$ cat config.mk
export PLATFORM = sky130hd
export DESIGN_NAME = mem_access_unit
export DESIGN_NICKNAME = d
export VERILOG_FILES = /design/src/rtl/mem_access_unit.sv
export SDC_FILE = /design/constraint.sdc
export NUM_CORES = 1
export LEC_CHECK = 0
export BUFFER_PORTS_ARGS = -buffer_cell sky130_fd_sc_hd__buf_4
export CAP_MARGIN = 20
export CORE_ASPECT_RATIO = 0.75
export CORE_MARGIN = 1.5
export CORE_UTILIZATION = 49
export DETAILED_ROUTE_END_ITERATION = 10
export PLACE_DENSITY = 0.92
export SYNTH_ARGS = -nofsm -noshare
export SYNTH_HDL_FRONTEND = slang
export SYNTH_SLANG_ARGS = --single-unit
$ cat constraint.sdc
create_clock -name clk -period 1.9 [get_ports clk]
set_input_delay 0.38 -clock clk [delete_from_list [all_inputs] [get_ports clk]]
set_output_delay 0.38 -clock clk [all_outputs]
set_load 0.1 [all_outputs]
$ cat src/rtl/mem_access_unit.sv
// ---------------------------------------------------------------------------
// mem_access_unit
//   M-stage data-memory access sequencer for the pipelined MIPS core.
//   Places store data into byte lanes, runs a req/ack handshake with a
//   wait-stated data memory, and extracts/extends load data back to 32 bits.
//   Flags misaligned loads/stores and bus timeouts.
//
// Ports
//   clk, reset_n           clock (rising edge), async active-low reset
//   start                  begin an access (sampled only when idle)
//   we, size, sign         1=store/0=load; 0=word 1=half 2=byte 3=word;
//                          load sign-extension select
//   addr, wdata            byte address, store data
//   busy                   pipeline stall request
//   done                   one-cycle completion pulse
//   rdata                  extended load result, held until next load done
//   adel, ades, berr       one-cycle pulses: misaligned load/store, timeout
//   mem_req/we/be/addr/wdata  memory request bus (held stable while busy)
//   mem_ack, mem_rdata     memory completion and read word
// ---------------------------------------------------------------------------
module mem_access_unit #(
  parameter int TIMEOUT = 16
) (
  input  logic        clk,
  input  logic        reset_n,
  input  logic        start,
  input  logic        we,
  input  logic [1:0]  size,
  input  logic        sign,
  input  logic [31:0] addr,
  input  logic [31:0] wdata,
  output logic        busy,
  output logic        done,
  output logic [31:0] rdata,
  output logic        adel,
  output logic        ades,
  output logic        berr,
  output logic        mem_req,
  output logic        mem_we,
  output logic [3:0]  mem_be,
  output logic [31:0] mem_addr,
  output logic [31:0] mem_wdata,
  input  logic        mem_ack,
  input  logic [31:0] mem_rdata
);

  localparam int           CW   = (TIMEOUT > 2) ? $clog2(TIMEOUT) : 1;
  localparam logic [CW-1:0] LAST = CW'(TIMEOUT - 1);

  typedef enum logic {IDLE, ACCESS} state_t;

  state_t      state, state_next;
  logic [CW-1:0] wait_cnt;

  // Attributes of the in-flight load, needed when the read word arrives.
  logic [1:0]  lat_size;
  logic        lat_sign;
  logic [1:0]  lat_off;

  logic        misaligned;
  logic [3:0]  place_be;
  logic [31:0] place_wdata;
  logic [7:0]  byte_v;
  logic [15:0] half_v;
  logic [31:0] load_ext;

  // NOTE: every signal driven here gets a default first so no path leaves
  // it unassigned; otherwise synthesis infers a latch.
  always_comb begin
    misaligned  = 1'b0;
    place_be    = 4'b1111;
    place_wdata = wdata;
    byte_v      = 8'h00;
    half_v      = 16'h0000;
    load_ext    = mem_rdata;

    case (size)
      2'd1:    misaligned = addr[0];
      2'd2:    misaligned = 1'b0;
      default: misaligned = (addr[1:0] != 2'b00);   // word and reserved
    endcase

    // Lane placement; loads always read the full word.
    if (we) begin
      case (size)
        2'd2: begin
          place_be    = 4'b0001 << addr[1:0];
          place_wdata = {4{wdata[7:0]}};
        end
        2'd1: begin
          place_be    = addr[1] ? 4'b1100 : 4'b0011;
          place_wdata = {2{wdata[15:0]}};
        end
        default: begin
          place_be    = 4'b1111;
          place_wdata = wdata;
        end
      endcase
    end

    case (lat_off)
      2'd0:    byte_v = mem_rdata[7:0];
      2'd1:    byte_v = mem_rdata[15:8];
      2'd2:    byte_v = mem_rdata[23:16];
      default: byte_v = mem_rdata[31:24];
    endcase
    half_v = lat_off[1] ? mem_rdata[31:16] : mem_rdata[15:0];

    case (lat_size)
      2'd2:    load_ext = {{24{lat_sign & byte_v[7]}}, byte_v};
      2'd1:    load_ext = {{16{lat_sign & half_v[15]}}, half_v};
      default: load_ext = mem_rdata;
    endcase
  end

  // Next-state logic. An ack on the timeout cycle still completes normally.
  always_comb begin
    state_next = state;
    case (state)
      IDLE:    if (start && !misaligned) state_next = ACCESS;
      ACCESS:  if (mem_ack || wait_cnt == LAST) state_next = IDLE;
      default: state_next = IDLE;
    endcase
  end

  // NOTE: clocked state uses non-blocking assignments so every register
  // samples pre-edge values, independent of statement order.
  always_ff @(posedge clk or negedge reset_n) begin
    if (!reset_n) state <= IDLE;
    else          state <= state_next;
  end

  // Registered outputs and datapath. Reset clears the request bus so an
  // abandoned access drops mem_req immediately.
  always_ff @(posedge clk or negedge reset_n) begin
    if (!reset_n) begin
      busy      <= 1'b0;
      done      <= 1'b0;
      rdata     <= '0;
      adel      <= 1'b0;
      ades      <= 1'b0;
      berr      <= 1'b0;
      mem_req   <= 1'b0;
      mem_we    <= 1'b0;
      mem_be    <= '0;
      mem_addr  <= '0;
      mem_wdata <= '0;
      wait_cnt  <= '0;
      lat_size  <= '0;
      lat_sign  <= 1'b0;
      lat_off   <= '0;
    end else begin
      done <= 1'b0;
      adel <= 1'b0;
      ades <= 1'b0;
      berr <= 1'b0;
      case (state)
        IDLE: begin
          if (start) begin
            if (misaligned) begin
              adel <= ~we;
              ades <= we;
            end else begin
              mem_req   <= 1'b1;
              busy      <= 1'b1;
              mem_we    <= we;
              mem_be    <= place_be;
              mem_addr  <= {addr[31:2], 2'b00};
              mem_wdata <= place_wdata;
              lat_size  <= size;
              lat_sign  <= sign;
              lat_off   <= addr[1:0];
              wait_cnt  <= '0;
            end
          end
        end
        ACCESS: begin
          if (mem_ack) begin
            mem_req <= 1'b0;
            busy    <= 1'b0;
            done    <= 1'b1;
            if (!mem_we) rdata <= load_ext;
          end else if (wait_cnt == LAST) begin
            mem_req <= 1'b0;
            busy    <= 1'b0;
            berr    <= 1'b1;
          end else begin
            wait_cnt <= wait_cnt + 1'b1;
          end
        end
        default: ;
      endcase
    end
  end

endmodule

Yosys cells after proc, flatten, opt, wreduce, memory -nomap -nowiden
Cells that the tools add are included.
{"block": "totals", "reg_bits": 114, "in_bits": 104, "word_cells": 77}
{"block": "op_classes", "addsub": 1, "eq_ne": 12, "shift": 1, "mux": 33, "bitwise": 6, "n_reduce_logical": 9}
{"op": "one-hot mux 32 bit (2 select lines)", "n": 2}
{"op": "2-to-1 mux 32 bit", "n": 1}
{"op": "2-to-1 mux 4 bit", "n": 6}
{"op": "one-hot mux 8 bit (3 select lines)", "n": 1}
{"op": "2-to-1 mux 1 bit", "n": 17}
{"op": "2-to-1 mux 16 bit", "n": 1}
{"op": "one-hot mux 4 bit (2 select lines)", "n": 2}
{"op": "AND reduction 3 bit", "n": 3}
{"op": "inequality test 2 bit, second input constant", "n": 4}
{"op": "== test 2 x 1 -> 1 bit, second input constant", "n": 3}
{"op": "== test 2 bit, second input constant", "n": 3}
{"op": "one-hot mux 1 bit (2 select lines)", "n": 3}
{"op": "adder 4 x 1 -> 4 bit, second input constant", "n": 1}
{"op": "== test 4 bit, second input constant", "n": 1}
{"op": "inverter 1 bit", "n": 4}
{"op": "AND reduction 4 bit", "n": 1}
{"op": "left shift 1 x 2 -> 4 bit, first input constant", "n": 1}
{"op": "inequality test 3 x 2 -> 1 bit, second input constant", "n": 1}
{"op": "AND 1 bit", "n": 2}
{"op": "zero test 2 bit", "n": 1}
{"op": "nonzero test 2 bit", "n": 1}
{"op": "logical AND 1 bit", "n": 1}
{"op": "zero test 1 bit", "n": 1}
{"op": "logical OR 1 bit", "n": 1}

Logic depth before layout (Yosys ltp)
Gate-level depths: netlist (run 1).
{"block": "logic_depth", "ltp_word": 6, "depth_mapped": 8, "depth_no_buf": 6}

Worst setup path after synthesis (run 1)
Ideal clock, no wire load.
{"block": "synth_path", "kind": "register to register", "start": "register mem_we", "end": "register rdata[0]", "t_arrival_ps": 1797, "required_ps": 1813, "slack_ps": 16, "stages_incl_launch_ff": 6, "path_buffers": 2, "period_less_slack_ps": 1884, "path_cell_list": "dfrtp_1 -> nand3b_1 -> buf_2 -> clkbuf_1 -> nand2_1 -> a22oi_1"}
{"block": "synth_via", "elab_chain_len": 2}
{"item": "from (decl)", "line": "39", "source": "output logic mem_we,"}
{"item": "from (signal assigned)", "line": "166", "source": "mem_we <= we;"}
{"item": "inverter 1 bit (no source line)"}
{"item": "AND reduction 3 bit (no source line)"}
{"item": "to (signal assigned)", "line": "182", "source": "if (!mem_we) rdata <= load_ext;"}
{"item": "to (decl)", "line": "34", "source": "output logic [31:0] rdata,"}
Every way passes these cells.
A chain may end at the register's enable or synchronous reset.

Worst setup path after layout (run 1)
{"block": "layout_path", "start": "register lat_size[0]", "end": "register rdata[10]"}
{"block": "layout_via", "elab_chain_len": 2, "elab_cells_between_ends": 3}
{"item": "from (decl)", "line": "56", "source": "logic [1:0] lat_size;"}
{"item": "from (signal assigned)", "line": "170", "source": "lat_size <= size;"}
{"item": "== test 2 x 1 -> 1 bit or == test 2 bit (tied branches)", "line": "109", "source": "case (lat_size)"}
{"item": "one-hot mux 32 bit (2 select lines) (*)", "line": "109"}
Mark *: on every way between the ends. The rest lies on a longest branch, timed or not.

==> flow_summary.ini, run 1 <==
[worst_setup_path]
ff2ff_setup_slack_ns = 0.22
rr_endpoint = rdata[10]
max_stage_delay_ns = 0.37
r2r_start = lat_size[0]
criticalPathCategory = reg2reg
critPathTopFamily = buffers and inverters
crit_required_ns = 2.17
r2r_cells = 6
crit_chain = inv_1 -> ha_1 -> buf_4 -> a41oi_1 -> buf_4 -> a21oi_1
cp_num_buf_inv = 3
cp.arrival_ns = 1.95
slowest_stage = dfrtp_1
start_kind = flip-flop
end_kind = flip-flop
crit_fanout = 26
crit_top_cell = buf_4

[yosys]
synth-edff-count = 0
yosysWarnings = 0
ys_seq_area_frac = 0.541
syn_inst = 499
synth.ff_latch_count = 114
synthArstFlopShare = 1.00
ys_types = 37
ys.flop_type = dfrtp_1
postSynthAreaPerCell_um2 = 10.6
netlist_area_um2 = 5270

[drt]
wl_um = 15800
wl_per_cell_um = 18.3
drcViolationCount = 0
viasPerCell = 5.58
drtPass1Iterations = 6
num_vias = 4809
drt_iter0_drc = 350
ant_nets = 0

[die]
die_area_um2 = 11400
die_w_um = 123
core_area_um2 = 10400
die_y_um = 92.8
pin_count = 211
rows = 32
start_util = 0.508

[placed_design]
dpl.hpwl_um = 11300
placed_area_um2 = 7040
place.gp.congestion = 0.903
port_buffers = 208

[status]
status = finished clean

[cts]
h-tree-depth = 4
cts_tree = yes
cts.sinks = 114
clock_latency_ns = 0.41
cts_buffer_depth = 2
path_clk_slew_ns = 0.05
cts_inserted_buffers = 17
root_buffer = clkbuf_16

[worst_hold_path]
hold_end = adel
worstHoldStart = we
hold_path_depth = 2
hold_path_class = in2reg

[global_routing]
grt_pass1_vias = 4952
antenna_found_initial = 0
grt_max_degree = 67
grt_pass1_wl_um = 24600
grt-ovfl-total = 0
grt_usage = 0.284

[cells_and_area]
utilization = 0.746
antenna_cells = 0
design_area_um2 = 7740
syn2layout_area_growth_pct = 46.8
nets = 822
fill_cells = 698
drive_above_1_share = 0.434

[timing]
hold_violations = 0
setup_viol_count_final = 0
slew_viol_final = 0
period_needed_ns = 1.68
grt_setup_unrepaired = false
timing.fmax_mhz = 596
finalCritPeriodShare = 0.882
finalClockSkew_ns = 0.00778

[run]
cap_violations = 0
-- worst register-to-register path, delay by kind of cell (launching register included) --
kind	cells	cell delay (ns)
compound gates	2	0.33
buf+inv	3	0.51
flops	1	0.37
fa+ha+maj	1	0.33
-- layout make-up --
class / instances / area (µm²) / share of cell area
clock buffers: 23 / 488 / 0.0631
multi-input cells: 337 / 2200 / 0.284
repair buffers: 233 / 1810 / 0.234
inverters: 10 / 41.3 / 0.00534
flip-flops and latches: 114 / 2850 / 0.369
clock inverters: 9 / 175 / 0.0226
well taps: 136 / 170 / 0.0220
-- repair_timing --
action	CTS	global route
buffers inserted	0	1
endpoints found under the setup margin	0	1
resized for setup	0	1
hold buffers	1	0
hold endpoints to repair	30	0
-- registers in the layout, summed over array words and instances (netlist names) --
register / count
adel: 1
ades: 1
berr: 1
done: 1
lat_off: 2
lat_sign: 1
lat_size: 2
mem_addr: 30
mem_be: 4
mem_req: 1
mem_wdata: 32
mem_we: 1
rdata: 32
state: 1
wait_cnt: 4
-- placed cells by master (no fill, tap or decap), types with 2 or more instances in the layout --
master,synthesis,final
buf_4,3,227
and3_1,2,2
and2_1,4,4
bufinv_16,0,5
o21ai_0,24,24
nand2_1,43,43
clkbuf_16,0,17
clkinvlp_4,0,3
o22ai_1,7,7
mux2_2,48,48
o31ai_1,25,25
nand3_1,4,4
a22oi_1,15,15
nor2b_1,10,10
clkbuf_8,0,4
ha_1,5,5
nor2_1,39,39
mux2i_1,3,3
nand2b_1,13,13
dfrtp_1,114,114
conb_1,1,2
inv_1,10,9
clkbuf_1,17,2
o21ai_1,3,3
nand3b_1,2,2
a221oi_1,10,10
a21oi_1,66,66
clkinv_2,0,2
buf_12,0,5
-- metrics by stage --
stage / TNS [ns] / std cells / setup slack (ns) / hold WS (ns)
finish: 0 / 862 / 0.223 / 0.183
detailed placement: -1.83 / 828 / -0.0677 / 0.375
floorplan: 0 / 500 / 0.0161 / 0.0844
global placement: 0 / 828 / 0.0239 / 0.369
global route: 0 / 862 / 0.139 / 0.177
CTS: 0 / 861 / 0.0971 / 0.166
-- kinds of logic (layout without fill, tap and decap cells) --
family          Yosys count  after routing  synth area share
simple gates            120            120             0.104
flops                   114            114             0.541
mux                      53             53             0.113
buf+inv                  49            275            0.0439
xor+xnor                  1              1           0.00166
other cells               1              2          0.000712
fa+ha+maj                 5              5            0.0119
compound gates          156            156             0.184
-- synth_stat cells, types with 3 or more instances --
cell type	instances	area, µm²
dfrtp_1	114	2850
a21oi_1	66	330
mux2_2	48	541
nand2_1	43	161
nor2_1	39	146
o31ai_1	25	188
o21ai_0	24	120
buf_2	17	85.1
clkbuf_1	17	63.8
a22oi_1	15	113
nand2b_1	13	81.3
a221oi_1	10	87.6
inv_1	10	37.5
nor2b_1	10	62.6
o22ai_1	7	43.8
ha_1	5	62.6
and2_1	4	25.0
nand3_1	4	20.0
buf_4	3	22.5
mux2i_1	3	30.0
o21ai_1	3	15.0
-- layer usage --
| layer | global-route usage | share of wire | vias to the layer above |
|---|---|---|---|
| met2 | 0.469 | 0.50 | 280 |
| met3 | 0.0844 | 0.095 | 38 |
| li1 | - | - | 2195 |
| met5 | 0 | 0 | - |
| met1 | 0.341 | 0.39 | 2296 |
| met4 | 0.126 | 0.020 | 0 |
-- worst max path at each step --
stage | depth (start not counted) | startpoint | slack (ns) | to
3_3_place_gp | 7 | size[0] | 0.02 | mem_addr[18]
6_report | 6 | lat_size[0] | 0.22 | rdata[10]
5_1_grt | 4 | state | 0.14 | mem_wdata[30]
4_1_cts | 6 | lat_size[0] | 0.1 | rdata[16]
3_5_place_dp | 7 | size[0] | -0.07 | mem_addr[26]
2_1_floorplan | 5 | mem_we | 0.02 | rdata[0]
Power of run 1 is left out: the tool's default activity adds up to more than one toggle a clock period on the data nets, which glitch-free logic cannot reach.
==> run 2, diff against run 1 <==
- clock period: 1.9 -> 1.59 ns (I/O delays scaled with it)
==> run 2 against run 1 <==
Against the previous run: fmax increased by 6.5%; clock skew shrank 0.0012 ns; non-clock buffer count is 15 higher; critical path depth unchanged; setup slack worse by 0.21 ns; sequential cell count stayed put; wire length increased by 3.6%; first-iteration DRC count decreased by 33%; sequential share of layout area fell by 0.64 points; highest routed layer unchanged.
==> flow_summary.ini, run 2 (synthesized netlist as in run 1, its figures left out) <==
[drt]
ant_nets = 0
wl_per_cell_um = 18.7
viasPerCell = 5.62
drtPass1Iterations = 5
wl_um = 16400
drt_iter0_drc = 236
drcViolationCount = 0
num_vias = 4927

[die]
die_area_um2 = 11400
core_area_um2 = 10400
pin_count = 211
rows = 32
die_w_um = 123
start_util = 0.508
die_y_um = 92.8

[status]
status = finished clean

[global_routing]
grt_max_degree = 45
grt_pass1_vias = 5052
grt-ovfl-total = 0
antenna_found_initial = 0
grt_usage = 0.293
grt_pass1_wl_um = 25600

[timing]
setup_viol_count_final = 0
finalCritPeriodShare = 0.990
timing.fmax_mhz = 635
period_needed_ns = 1.57
slew_viol_final = 0
whs_ns = 0.133
grt_setup_unrepaired = true
finalClockSkew_ns = 0.00657
hold_violations = 0

[worst_setup_path]
max_stage_delay_ns = 0.42
endpoint = rdata[7]
ff2ff_setup_slack_ns = 0.02
crit_fanout = 8
crit_required_ns = 1.87
slowest_stage = dfrtp_1
criticalPathCategory = reg2reg
rr_endpoint = rdata[7]
crit_chain = inv_1 -> ha_1 -> inv_1 -> a21oi_1 -> o31ai_2 -> o21ai_1
end_kind = flip-flop
r2r_start = lat_size[1]
cp.arrival_ns = 1.85
r2r_cells = 6
critical_path.startpoint = lat_size[1]
start_kind = flip-flop
crit_top_cell = inv_1

[cells_and_area]
layout.cells.non_filler = 877
regArea_um2 = 2860
final_cell_mix = buf_4, dfrtp_1, a21oi_1
nets = 837
multiInputGateArea_um2 = 2310
drive_above_1_share = 0.480
design_area_um2 = 7890
mostFrequentLayoutCell = buf_4
syn2layout_area_growth_pct = 49.8
antenna_cells = 0
top_regs = mem_wdata x32, rdata x32, mem_addr x30
fill_cells = 681

[cts]
path_clk_slew_ns = 0.05
clock_latency_ns = 0.40
cts_tree = yes
cts.sinks = 114
cts_buffer_depth = 2
h-tree-depth = 4
cts_inserted_buffers = 17
root_buffer = clkbuf_16

[run]
cap_violations = 0

[placed_design]
placed_area_um2 = 7170
port_buffers = 208
place.gp.congestion = 0.904
dp.cells = 840
dpl.hpwl_um = 11700

[worst_hold_path]
hold_path_class = in2reg
## run 2: cell count changes in the layout (fill, tap and decap cells not counted), moves of 2 or more
cell / delta
clkbuf_8: -2
buf_4: +14
clkinv_2: +2
o31ai_2: +2
clkinvlp_4: +3
bufinv_16: -3
dfrtp_2: +2
a21oi_1: -12
dfrtp_1: -3
o31ai_4: +2
a21oi_2: +11
o31ai_1: -4
clkbuf_1: -2
## run 2: critical path, delay by kind of cell (launching register included)
family / cells / cell delay (ns)
flip-flops: 1 / 0.42
AO/OA/AOI/OAI: 3 / 0.47
adder cells (fa/ha/maj): 1 / 0.24
buffers and inverters: 2 / 0.33
## run 2: area by class of cell
type | count | area share
clock buffers | 19 | 0.0574
clock inverters | 13 | 0.0171
inverters | 10 | 0.00523
multi-input cells | 337 | 0.292
flip-flops and latches | 114 | 0.362
well taps | 136 | 0.0216
repair buffers | 248 | 0.244
## run 2: through the flow
stage | setup TNS, ns | worst slack [ns] | utilization
final | 0 | 0.0161 | 0.761
after global routing | -0.133 | -0.0534 | 0.761
after CTS | 0 | 0.00225 | 0.753
after detailed placement | -16.00 | -0.240 | 0.691
after global placement | -10.60 | -0.163 | 0.691
after floorplan | -0.432 | -0.0466 | -
## run 2: worst min path at each step
stage,end,from,slack [ns],cells past startpoint
floorplan,adel,reset_n,0.02,0
global placement,mem_wdata[1],reset_n,0.16,1
detailed placement,mem_wdata[17],reset_n,0.17,1
CTS,adel,we,0.12,2
global route,adel,we,0.13,2
finish,adel,we,0.13,2
## run 2: layer usage
metal / GRT usage / part of all wire / vias up
li1: - / - / 2219
met1: 0.363 / 0.39 / 2408
met2: 0.480 / 0.49 / 262
met3: 0.0844 / 0.096 / 38
met4: 0.119 / 0.023 / 0
met5: 0 / 0 / -
## run 2: repair_timing
item,4_1_cts,5_1_grt
pin swaps,0,1
endpoints found under the hold margin,10,0
resized for setup,3,16
buffers inserted,3,1
endpoints found under the setup margin,20,34
hold buffers,1,0
Power of run 2 is left out for the same reason.
==> run 3, diff against run 2 <==
- MAX_ROUTING_LAYER: not set -> met4
- PLACE_DENSITY: 0.92 -> 0.79
==> run 3 against run 2 <==
Against the previous run: cell count is 1.0% lower; design area is 0.73% lower; register-to-register slack better by 0.04 ns; critical path depth is 1 higher; die area stayed put; global-route usage is 1.7 points lower; non-clock buffer count is 9 lower; critical path type unchanged; largest cell class unchanged; highest routed layer unchanged.
==> flow_summary.ini, run 3 (synthesized netlist as in run 1, its figures left out) <==
[die]
core_area_um2 = 10400
pin_count = 211
start_util = 0.508
die_y_um = 92.8
rows = 32
die_w_um = 123
die_area_um2 = 11400

[placed_design]
placed_area_um2 = 7170
place.gp.congestion = 0.865
dpl.hpwl_um = 10800
port_buffers = 208
dp.cells = 835

[cts]
root_buffer = clkbuf_16
cts_setup_buffers = 0
path_clk_slew_ns = 0.05
cts.sinks = 114
cts_inserted_buffers = 17
h-tree-depth = 4
clock_latency_ns = 0.41
cts_tree = yes
cts_buffer_depth = 2

[worst_setup_path]
max_stage_delay_ns = 0.37
start_kind = flip-flop
criticalPathCategory = reg2reg
crit_required_ns = 1.87
slowest_stage = dfrtp_1
crit_fanout = 16
cp.arrival_ns = 1.81
crit_chain = inv_1 -> ha_4 -> and2_4 -> o21a_4 -> o211ai_4 -> buf_12 -> a21oi_1
end_kind = flip-flop

[drt]
drtPass1Iterations = 5
ant_nets = 0
num_vias = 4781
wl_per_cell_um = 17.2
drt_iter0_drc = 290
drcViolationCount = 0
viasPerCell = 5.51
wl_um = 14900

[run]
cap_violations = 0

[worst_hold_path]
hold_path_class = in2reg

[cells_and_area]
layout.cells.non_filler = 868
drive_above_1_share = 0.462
design_area_um2 = 7840
final_cell_mix = buf_4, dfrtp_1, a21oi_1
mostFrequentLayoutCell = buf_4
nets = 828
syn2layout_area_growth_pct = 48.7
multiInputGateArea_um2 = 2260
top_regs = mem_wdata x32, rdata x32, mem_addr x30
regArea_um2 = 2860
fill_cells = 726
antenna_cells = 0

[timing]
slew_viol_final = 0
finalClockSkew_ns = 0.00721
setup_viol_count_final = 0
whs_ns = 0.118
finalCritPeriodShare = 0.964
timing.fmax_mhz = 653
hold_violations = 0
period_needed_ns = 1.53
grt_setup_unrepaired = false
setup_tns_ns = 0

[global_routing]
grt_max_degree = 57
grt_pass1_wl_um = 23500
grt_pass1_vias = 4768
grt_usage = 0.276
antenna_found_initial = 0
grt-ovfl-total = 0

[status]
status = finished clean
## run 3: critical path, delay by kind of cell, from the launching register on
family	cells	cell delay, ns
compound gates	3	0.47
simple gates	1	0.15
flops	1	0.37
fa+ha+maj	1	0.17
buf+inv	2	0.26
## run 3: metrics by stage
step	util	setup slack, ns
after detailed placement	0.691	-0.302
after CTS	0.755	0.0404
after global placement	0.691	-0.253
final	0.756	0.0575
after floorplan	-	-0.0466
after global routing	0.756	0.00257
## run 3: path summary, 6_finish.rpt
path,from,to,slack [ns],cells past startpoint
hold reg to reg,mem_wdata[25],mem_wdata[25],0.49,2
min in group asynchronous,reset_n,mem_wdata[17],0.40,2
max in group asynchronous,reset_n,rdata[1],0.61,3
setup / recovery,lat_size[0],rdata[25],0.06,7
setup reg to reg,lat_size[0],rdata[25],0.06,7
hold / removal,we,adel,0.12,2
## run 3: layer usage
layer	track usage	share of wire	up-vias
li1	-	-	2211
met1	0.355	0.42	2305
met2	0.428	0.48	237
met3	0.0696	0.087	28
met4	0.0930	0.016	0
met5	-	0	-
## run 3: repair_timing
| item | CTS | global route |
|---|---|---|
| hold buffers | 1 | 0 |
| endpoints found under the hold margin | 27 | 0 |
| resized for setup | 1 | 4 |
| endpoints found under the setup margin | 2 | 20 |
## run 3: final cells by class
cell class | instances | share of cell area
Timing Repair Buffer | 239 | 0.239
Clock buffer | 23 | 0.0623
Clock inverter | 9 | 0.0193
Multi-Input combinational cell | 337 | 0.288
Sequential cell | 114 | 0.365
Inverter | 10 | 0.00479
Tap cell | 136 | 0.0217
Power of run 3 is left out for the same reason.
